==> config.mk <==
export PLATFORM = sky130hd
export DESIGN_NAME = dmem_arbiter
export DESIGN_NICKNAME = d
export VERILOG_FILES = /design/src/rtl/dmem_arbiter.sv
export SDC_FILE = /design/constraint.sdc
export NUM_CORES = 1
export LEC_CHECK = 0
export ABC_AREA = 1
export BUFFER_PORTS_ARGS = -buffer_cell sky130_fd_sc_hd__buf_4
export CAP_MARGIN = 10
export CORE_AREA = 3 3 128 130
export CTS_CLUSTER_DIAMETER = 120
export DETAILED_ROUTE_END_ITERATION = 10
export DIE_AREA = 0 0 131 133
export GPL_ROUTABILITY_DRIVEN = 0
export PLACE_DENSITY = 0.69
export SYNTH_ARGS = -nofsm -noshare
export SYNTH_HDL_FRONTEND = slang
export SYNTH_SLANG_ARGS = --single-unit
==> constraint.sdc <==
create_clock -name clk_i -period 1.8 [get_ports clk_i]
set_input_delay 0.09 -clock clk_i [delete_from_list [all_inputs] [get_ports clk_i]]
set_output_delay 0.09 -clock clk_i [all_outputs]
set_load 0.01 [all_outputs]
==> src/rtl/dmem_arbiter.sv <==
// Arbitrates the single-port data memory between the MEM-stage CPU port and a debug/loader port.
// Issue is combinational (0 cycles); read data returns one cycle later; CPU loads stall one cycle and starved debug requests are force-granted.
module dmem_arbiter #(
   parameter int ADDR_W     = 32,
   parameter int DATA_W     = 32,
   parameter int STARVE_MAX = 4
) (
   input  logic              clk_i,
   input  logic              start_i,
   input  logic              cpu_rd_i,
   input  logic              cpu_wr_i,
   input  logic [ADDR_W-1:0] cpu_addr_i,
   input  logic [DATA_W-1:0] cpu_wdata_i,
   output logic [DATA_W-1:0] cpu_rdata_o,
   output logic              cpu_stall_o,
   input  logic              dbg_req_i,
   input  logic              dbg_we_i,
   input  logic [ADDR_W-1:0] dbg_addr_i,
   input  logic [DATA_W-1:0] dbg_wdata_i,
   output logic              dbg_gnt_o,
   output logic              dbg_rvalid_o,
   output logic [DATA_W-1:0] dbg_rdata_o,
   output logic              mem_en_o,
   output logic              mem_we_o,
   output logic [ADDR_W-1:0] mem_addr_o,
   output logic [DATA_W-1:0] mem_wdata_o,
   input  logic [DATA_W-1:0] mem_rdata_i,
   output logic [31:0]       stall_cnt_o
);

   localparam int CNT_W = $clog2(STARVE_MAX + 1);
   localparam logic [CNT_W-1:0] STARVE_LIM = CNT_W'(STARVE_MAX);

   typedef enum logic [1:0] {IDLE, CPU_RD, DBG_RD} state_t;

   state_t            r_state;
   logic [CNT_W-1:0]  r_starve_cnt;
   logic [DATA_W-1:0] r_cpu_rdata;
   logic [DATA_W-1:0] r_dbg_rdata;
   logic [31:0]       r_stall_cnt;

   logic w_cpu_elig;
   logic w_dbg_force;
   logic w_dbg_issue;
   logic w_cpu_issue;

   // While in CPU_RD the still-held CPU request is the one already served.
   always_comb begin
      w_cpu_elig  = (cpu_rd_i | cpu_wr_i) && (r_state != CPU_RD);
      w_dbg_force = dbg_req_i && (r_starve_cnt >= STARVE_LIM);
      w_dbg_issue = start_i && (w_dbg_force || (dbg_req_i && !w_cpu_elig));
      w_cpu_issue = start_i && w_cpu_elig && !w_dbg_force;
   end

   always_comb begin
      mem_en_o     = w_dbg_issue | w_cpu_issue;
      mem_we_o     = w_dbg_issue ? dbg_we_i    : (w_cpu_issue & cpu_wr_i);
      mem_addr_o   = w_dbg_issue ? dbg_addr_i  : cpu_addr_i;
      mem_wdata_o  = w_dbg_issue ? dbg_wdata_i : cpu_wdata_i;
      dbg_gnt_o    = w_dbg_issue;
      cpu_stall_o  = start_i && ((w_cpu_issue && cpu_rd_i) || (w_cpu_elig && !w_cpu_issue));
      cpu_rdata_o  = (r_state == CPU_RD) ? mem_rdata_i : r_cpu_rdata;
      // Debug data is valid during the return cycle itself, i.e. grant+1.
      dbg_rdata_o  = (r_state == DBG_RD) ? mem_rdata_i : r_dbg_rdata;
      dbg_rvalid_o = (r_state == DBG_RD);
      stall_cnt_o  = r_stall_cnt;
   end

   always_ff @(posedge clk_i or negedge start_i) begin
      if (!start_i) begin
         r_state      <= IDLE;
         r_starve_cnt <= '0;
         r_cpu_rdata  <= '0;
         r_dbg_rdata  <= '0;
         r_stall_cnt  <= '0;
      end else begin
         if (w_cpu_issue && cpu_rd_i)
            r_state <= CPU_RD;
         else if (w_dbg_issue && !dbg_we_i)
            r_state <= DBG_RD;
         else
            r_state <= IDLE;

         if (r_state == CPU_RD)
            r_cpu_rdata <= mem_rdata_i;
         if (r_state == DBG_RD)
            r_dbg_rdata <= mem_rdata_i;

         if (!dbg_req_i || w_dbg_issue)
            r_starve_cnt <= '0;
         else if (r_starve_cnt < STARVE_LIM)
            r_starve_cnt <= r_starve_cnt + 1'b1;

         if (cpu_stall_o && (r_stall_cnt != 32'hFFFF_FFFF))
            r_stall_cnt <= r_stall_cnt + 32'd1;
      end
   end

endmodule

======== Yosys cells after proc, flatten, opt, wreduce, memory -nomap -nowiden ========
Index checks and enable logic that the tools add are counted.
word-level totals
  flip-flop bits (word level) ............. 101
  input bits .............................. 166
operators by class
  $add $sub $neg .......................... 2
  order comparisons ....................... 2
  eq/ne operators ......................... 4
  muxes and demuxes ....................... 9
  bitwise logic cells ..................... 3
  reductions and logical operators ........ 20
operators with widths
  cell                   number
  $mux 32                4
  $add 32x1->32 const B  1
  $ne 32x32->1 const B   1
  $logic_and 1x1->1      11
  $mux 3                 2
  $logic_not 1->1        5
  $mux 2                 2
  $add 3x1->3 const B    1
  $ge 3x3->1 const B     1
  $logic_or 1x1->1       3
  $lt 3x3->1 const B     1
  $eq 2x1->1 const B     1
  $eq 2x2->1 const B     1
  $ne 2x1->1 const B     1
  $or 1x1->1             2
  $reduce_bool 2->1      1
  $and 1x1->1            1
  $mux 1                 1

======== Longest topological paths before layout ========
Gate-level depths: netlist of run 1.
  depth after elaboration ................. 9
  depth in mapped cells ................... 11

======== Least setup slack after synthesis of run 1 ========
OpenSTA, ideal clock, no wires.
  path type ............................... reg2reg
  start point ............................. reg r_stall_cnt[0], in the netlist stall_cnt_o[0]
  end point ............................... reg r_stall_cnt[29], in the netlist stall_cnt_o[29]
  setup time .............................. 116 ps
  arrival ................................. 1,546 ps
  required time ........................... 1,684 ps
  path slack .............................. 137 ps
  cell stages (with the launch flop) ...... 12
  path buffers ............................ 1
  clock period less this slack ............ 1,663 ps
  cells stage by stage .................... dfrtp_1 -> ha_1 -> inv_1 -> nor2_4 -> nand2_2 -> nor2_4 -> nand2_4 -> nand2_8 -> inv_4 -> buf_6 -> nand2_1 -> nand2_1
between the ends
  longest elaborated chain between the ends .. 2
  elaborated cells between the ends (all ways) .. 3
  those cells by class .................... add/sub: 1; eq/ne: 1; reduce/logical: 1
ends and longest elaborated chain
  element                                                line  source
  from (decl)                                            40    logic [31:0] r_stall_cnt;
  from (signal assigned)                                 95    r_stall_cnt <= r_stall_cnt + 32'd1;
  branches (longest 2 deep; another with $add 32x1->32)  -
Parallel ways; which one is timed is not known.
A chain may end at the register's enable or synchronous reset.

======== Worst setup path after layout of run 1 ========
  start point ............................. reg r_state[0]
  end point ............................... out mem_addr_o[28]
between the ends
  longest elaborated chain between the ends .. 7
ends and longest elaborated chain
  element                 line  source
  from (decl)             36    state_t r_state;
  from (signal assigned)  71    r_state <= IDLE;
  from (signal assigned)  78    r_state <= CPU_RD;
  from (signal assigned)  80    r_state <= DBG_RD;
  $ne 2x1->1              49    w_cpu_elig = (cpu_rd_i | cpu_wr_i) && (r_state != CPU_RD);
  $logic_and 1x1->1       49
  $logic_not 1->1         51    w_dbg_issue = start_i && (w_dbg_force || (dbg_req_i && !w_cpu_elig));
  $logic_and 1x1->1       51
  $logic_or 1x1->1        51
  $logic_and 1x1->1       51
  $mux 32                 58    mem_addr_o = w_dbg_issue ? dbg_addr_i : cpu_addr_i;
  to (decl)               25    output logic [ADDR_W-1:0] mem_addr_o,
No other way between the ends.

==> results.md, run 1 <==
* Sw Ratio at 0.3222
* RSZ-0062 raised after global routing: yes
* Drt pass-1 iters at 5
* Most frequent CP cell: nand2_1
* Crit Reg-Reg Endpoint: stall_cnt_o[25]
* Synth Area in XOR/XNOR at 0.02028
* Total of warnings raised by yosys at 0
* Crit. End Element: primary output
* Status: finished with violations
* Final wirelength at 22.50 mm
* H-tree levels at 3
* Seq cells post-synth at 101
* CP Cell Sequence: nand2_2 -> nand3_2 -> nand2_8 -> clkinv_8 -> buf_12 -> nand2_1 -> nand2_1 -> buf_4
* PD cells at 819.8 nW/um^2
* Critical path depth at 8
* FP Rows at 45
* Core area at 15260 um^2
* Initial drt markers at 406
* Grt ovf at 0
* Share of cells above drive strength 1 at 0.3515
* Die ar. at 17420 um^2
* DRC viols at 0
* Worst Tran Pin Value at between 0.8 and 0.9 ns
* Register area at 2527 um^2
* Mapped Nets at about 1000
* Startpoint types: flop
* CTS sink cnt at 101
* Setup CP Type: flop to primary output
* Crit share post-route at 1.017
* Commonest cells after routing, fill and taps aside: 434 x nand2_1, 365 x buf_4, 101 x dfrtp_1
* Clk_skew at roughly 0.010 ns
* Mapped cell area at 5615 um^2
* Commonest non-fill, non-tap cell in the layout: nand2_1
* CTS tree: yes
* Clock Tree Buf Depth at 2
* DPL Wire Length at 17.51 mm
* Max_cap viols at 0
* Critical-path maximum fanout at 15
* Final min period at 1.831 ns
* Clock share of power at 0.281
* Die H at roughly 130 um
* Routed vias at 6503
* Slew Limit Headroom at 0.4303
* Sw power at 0.002410 W
* Total track usage at 0.2490
* Finish-stage setup viols at 3
* Mux contribution to synthesized area at 0
* Clk slew on worst S/H paths at 0.08 ns
* Endpoints failing hold at 6
* Synthesized instance count at 833
* Top-Level Pins at 331
* Number of global-route vias before repair at 6268
* Pint at 0.005070 W
* Synth Area in Adders at 0.004456
* Top layer reached by signal wires: met4
* R2r worst-path depth at 9
* Post-Place Setup Slack at approximately 0.10 ns
* # nets final at 1358
* Crit path required time at around 1.7 ns
* Worst Path Arrival at 1.74 ns
* Top Family by Delay on Critical Path: simple AND/OR/NAND/NOR gates
* Complex-gate fraction of the synthesized area at 0.06595
* DP Area at around 8500 um^2
* Crit-path max cell delay at 0.41 ns
* First-pass GRT wire length at 33.91 mm
* Initial antenna violation count at 0
* Hold Path Class: input port to async pin
* Fin. max-slew vios at 0
* Initial Util at 0.3680
* # diodes at 0
* Critical path origin: r_state[0]
* Clock root cell: clkbuf_16
* Worst path slowest cell: dfrtp_1
* Antenna-violating nets left at 0
* DR vias/cell at ~4.6
* Register area share after synthesis at 0.4501
* Port bufs at 330
* Worst Path Buf+Inv at 3
* Largest family of logic cells by synthesized area: simple AND/OR/NAND/NOR gates
* Area of the multi-input gates at about 2700 um^2
* Final Power at roughly 0.0075 W
* Metal1 wirelength at 9.997 mm
* Fin worst setup slack at -0.03129 ns
* Unique cell type count in the Yosys netlist at 24
* Share of total power in combinational logic at 0.338
* IR drop worst, VDD at roughly 0.00058 V
* RR Startpoint: stall_cnt_o[8]
* Clock buffer count from CTS at 9
* Clk_lat worst skew at approximately 0.35 ns
* Syn Area/Cell at 6.741 um^2
* Drt wl/cell at 16.00 um
* Hold_ws at -0.001659 ns
* Failing checks: negative hold slack, negative setup slack
* DR WL met2 at 9.773 mm
* Max Fclk at 0.5461 GHz
* Largest net degree at the start of global routing at 66
* Simple-Gate Fraction of Synth Area at 0.3803
* Sequential share of power at 0.381
* Area grow syn2layout at 62.48%
* FILL cells at between 1000 and 1500
* Final Instance Area at about 9000 um^2
* Reg2Reg Setup Slack at 0.16 ns
* Critical path capture point: mem_addr_o[28]
* Lkg Pwr at ~5 nW
* Final core utilization at 0.5980
* Chip width at 131 um
* Metal3 WL at 2.501 mm
## synth_stat cells, drive strengths merged
cell	count	share of area
nand4	8	0.0089
buf	15	0.018
nand3	23	0.020
o211a	1	0.0018
nor2	59	0.046
nand2	447	0.30
nand3b	1	0.0013
xor2	8	0.012
o21ai	72	0.064
ha	2	0.0045
xnor2	5	0.0078
inv	73	0.049
clkbuf	18	0.012
dfrtp	101	0.45
## worst min path at each step
stage / to / slack [ns] / depth (start not counted)
final: stall_cnt_o[25] / -0.002 / 2
after global routing: r_starve_cnt[2] / 0.02 / 2
after CTS: r_starve_cnt[2] / 0.01 / 2
after detailed placement: r_state[0] / 0.24 / 2
after global placement: r_state[0] / 0.23 / 2
after floorplan: r_cpu_rdata[0] / -0.21 / 0
## sequential cells by signal, indices dropped and copies added (netlist names)
name / flops
r_starve_cnt: 3
r_cpu_rdata: 32
r_dbg_rdata: 32
r_state: 2
stall_cnt_o: 32
## per-stage QoR
step	setup TNS, ns	std cells
floorplan	0	833
global placement	0	1374
detailed placement	0	1374
CTS	-0.04207	1400
global route	-7.004	1406
finish	-0.05802	1406
## power by group through the flow
stage | sequential (W) | combinational, W | clock (W)
2_1_floorplan | 0.00288 | 0.000977 | 0
3_3_place_gp | 0.00288 | 0.00238 | 0
3_5_place_dp | 0.00290 | 0.00240 | 0
4_1_cts | 0.00286 | 0.00247 | 0.00214
5_1_grt | 0.00290 | 0.00277 | 0.00225
6_report | 0.00285 | 0.00253 | 0.00210
## timing repair
item	4_1_cts	5_1_grt
gates resized for setup	19	33
hold buffers	3	0
gates cloned	4	1
hold endpoints to repair	38	0
pin swaps	1	2
setup buffers	3	6
endpoints found under the setup margin	117	144
## logic make-up after synthesis
| group | count (synthesis) |
|---|---|
| XOR/XNOR | 13 |
| buffers and inverters | 106 |
| AO/OA/AOI/OAI | 73 |
| AND/OR/NAND/NOR | 538 |
| flip-flops | 101 |
| adder cells (fa/ha/maj) | 2 |
## area by class of cell
cell class / count / share of cell area
inverters: 73 / 0.03250
flip-flops and latches: 101 / 0.2770
repair buffers: 379 / 0.3291
well taps: 211 / 0.02894
multi-input cells: 626 / 0.2968
clock buffers: 9 / 0.02468
clock inverters: 7 / 0.01097
## metal layers
layer  GRT usage  vias to the layer above
met1      0.3589                     2923
met4     0.03943                        0
met5           0                        -
li1            -                     3263
met2      0.3609                      299
met3     0.09649                       18
Power figures use the tool's default switching activity.
==> inputs of run 2 (changes only) <==
Settings changed: SLEW_MARGIN from default to 5, TNS_END_PERCENT from default to 20.
==> results.md, run 2 (synthesis results as in run 1) <==
* Gr busiest metal: met2 (unchanged)
* Status: finished with violations (unchanged)
* Drt wl/cell at 16.10 um (was 16.00 um)
* Post-route setup TNS at -0.03589 ns (was -0.05802 ns)
* Worst Tran Pin Value at 0.8539 ns (was 0.8546 ns)
* Startpoint types: flop (unchanged)
* Final wirelength at 22.60 mm (was 22.50 mm)
* Max_cap viols at 0 (unchanged)
* Commonest non-fill, non-tap cell in the layout: nand2_1 (unchanged)
* Max Fclk at 0.5509 GHz (was 0.5461 GHz)
* Hold Path Class: input port to async pin (unchanged)
* Final min period at 1.815 ns (was 1.831 ns)
* Crit path required time at 1.71 ns (about the same)
* Setup CP Type: flop to primary output (unchanged)
* Post-Place Setup Slack at 0.1047 ns (unchanged)
* Non-Filler Instances at 1404 (was 1406)
* Met2 Use GR at 0.3612 (was 0.3609)
* CTS tree: yes (unchanged)
* Number of global-route vias before repair at 6266 (was 6268)
* Slew Limit Headroom at 0.4307 (was 0.4303)
* Crit-path max cell delay at 0.40 ns (was 0.41 ns)
* Critical-path maximum fanout at 7 (was 15)
* Fin worst setup slack at -0.01529 ns (was -0.03129 ns)
* First-pass GRT wire length at 33.81 mm (was 33.91 mm)
* Die H at 133 um (unchanged)
* CP Cell Sequence: nand2_2 -> nand3_2 -> nand2_4 -> clkinv_8 -> buf_4 -> nand2_1 -> nand2_2 -> buf_4 (was nand2_2 -> nand3_2 -> nand2_8 -> clkinv_8 -> buf_12 -> nand2_1 -> nand2_1 -> buf_4)
* Crit. End Element: primary output (unchanged)
* Initial antenna violation count at 0 (unchanged)
* Clock buffer count from CTS at 9 (unchanged)
* Largest net degree at the start of global routing at 66 (unchanged)
* IR drop worst, VDD at 0.0005806 V (was 0.0005807 V)
* Final Instance Area at 9241 um^2 (was 9124 um^2)
* Finish-stage setup viols at 4 (was 3)
* Initial Util at 0.3680 (unchanged)
* Clock root cell: clkbuf_16 (unchanged)
* Clk slew on worst S/H paths at 0.08 ns (about the same)
* Top Family by Delay on Critical Path: simple AND/OR/NAND/NOR gates (unchanged)
* Crit share post-route at 1.008 (was 1.017)
* Total track usage at 0.2480 (was 0.2490)
* Die ar. at 17420 um^2 (unchanged)
* PD cells at 812.9 nW/um^2 (was 819.8 nW/um^2)
* R2r worst-path depth at 9 (unchanged)
* Port bufs at 330 (unchanged)
* DR vias/cell at 4.674 (was 4.625)
* Endpoints failing hold at 0 (was 6)
* Failing checks: negative setup slack (was negative hold slack, negative setup slack)
* RSZ-0062 raised after global routing: yes (unchanged)
* Fin. max-slew vios at 0 (unchanged)
* Worst Path Arrival at 1.73 ns (was 1.74 ns)
* DRC viols at 0 (unchanged)
* Routed vias at 6562 (was 6503)
* Reg2Reg Setup Slack at 0.16 ns (about the same)
* H-tree levels at 3 (unchanged)
* Critical path depth at 8 (unchanged)
* Final Power at 0.007513 W (was 0.007480 W)
* Clk_lat worst skew at 0.34 ns (was 0.35 ns)
* Met3 Usage GRT at 0.09649 (unchanged)
* # diodes at 0 (unchanged)
* DP Area at 8493 um^2 (unchanged)
* Initial drt markers at 413 (was 406)
* Post-Place Cells at 1374 (unchanged)
* RR Startpoint: stall_cnt_o[8] (unchanged)
* Drt pass-1 iters at 5 (unchanged)
* Critical path origin: r_state[0] (unchanged)
* Share of cells above drive strength 1 at 0.3822 (was 0.3515)
* CTS sink cnt at 101 (unchanged)
* Lkg Pwr at 5.100 nW (was 5.081 nW)
* # nets final at 1356 (was 1358)
* Commonest cells after routing, fill and taps aside: 396 x nand2_1, 346 x buf_4, 101 x dfrtp_1 (was 434 x nand2_1, 365 x buf_4, 101 x dfrtp_1)
* Chip width at 131 um (unchanged)
* Met1 usage in global routing at 0.3556 (was 0.3589)
* FP Rows at 45 (unchanged)
* Core area at 15260 um^2 (unchanged)
* Grt ovf at 0 (unchanged)
* Worst path slowest cell: dfrtp_1 (unchanged)
* Critical path capture point: mem_wdata_o[22] (was mem_addr_o[28])
* Clk_skew at 0.01022 ns (was 0.01021 ns)
* Crit Reg-Reg Endpoint: stall_cnt_o[25] (unchanged)
* DPL Wire Length at 17.51 mm (unchanged)
* Worst Path Buf+Inv at 3 (unchanged)
* Clock Tree Buf Depth at 2 (unchanged)
* Area grow syn2layout at 64.57% (was 62.48%)
* Antenna-violating nets left at 0 (unchanged)
* Top-Level Pins at 331 (unchanged)
run 2: cell types whose count changed in the layout (fill, tap and decap cells not counted):
cell      delta
nand2_2     +40
nand2_1     -38
buf_4       -19
buf_6       +18
o21ai_0      +4
o21ai_1      -4
buf_12       -1
buf_8        +1
clkbuf_8     -1
nand2_4      -1
nand2_8      -1
run 2: area by class of cell:
cell class / count / area [um^2]
timing repair buffer: 377 / 3044
inverter: 73 / 296.5
sequential: 101 / 2527
fill: 1462 / 6017
multi-input combinational: 626 / 2784
clock buffer: 9 / 225.2
tap: 211 / 264.0
clock inverter: 7 / 100.1
run 2: worst min path at each step:
| stage | to | slack [ns] | cells past startpoint |
|---|---|---|---|
| after floorplan | r_cpu_rdata[0] | -0.21 | 0 |
| after global placement | r_state[0] | 0.23 | 2 |
| after detailed placement | r_state[0] | 0.24 | 2 |
| after CTS | r_starve_cnt[2] | 0.01 | 2 |
| after global routing | r_starve_cnt[2] | 0.02 | 2 |
| final | stall_cnt_o[25] | 0.001 | 2 |
run 2: metal layers:
metal / vias to the layer above / wire length [um]
met2: 284 / 10010
li1: 3253 / -
met5: - / 0
met1: 3007 / 9925
met4: 0 / 231
met3: 18 / 2437
run 2: what timing repair did:
action                                  CTS  global route
setup buffers                             2             5
gates resized for setup                  20            81
hold endpoints to repair                 38             0
pin swaps                                 0             4
endpoints found under the setup margin  117           144
hold buffers                              3             0
gates cloned                              3             1
run 2: worst reg2reg max path: stages (launching register included):
cell	delay (ns)
dfrtp_1	0.43
nand2_1	0.11
nor2_1	0.20
nand2_1	0.14
nor2_4	0.16
nand2_4	0.10
nand2_8	0.13
buf_12	0.17
nand2_1	0.07
nand2_1	0.08
run 2: metrics by stage:
step                      hold slack, ns    util
final                           0.001006  0.6057
after global routing             0.02429  0.6057
after CTS                        0.01323  0.5888
after detailed placement          0.2374  0.5566
after global placement            0.2271  0.5566
after floorplan                  -0.2056       -
run 2: power breakdown:
group          total [W]  internal [W]  switching, W
sequential       0.00285       0.00268      0.000169
clock            0.00209       0.00113      0.000966
combinational    0.00257       0.00128       0.00129
total            0.00751       0.00509       0.00242
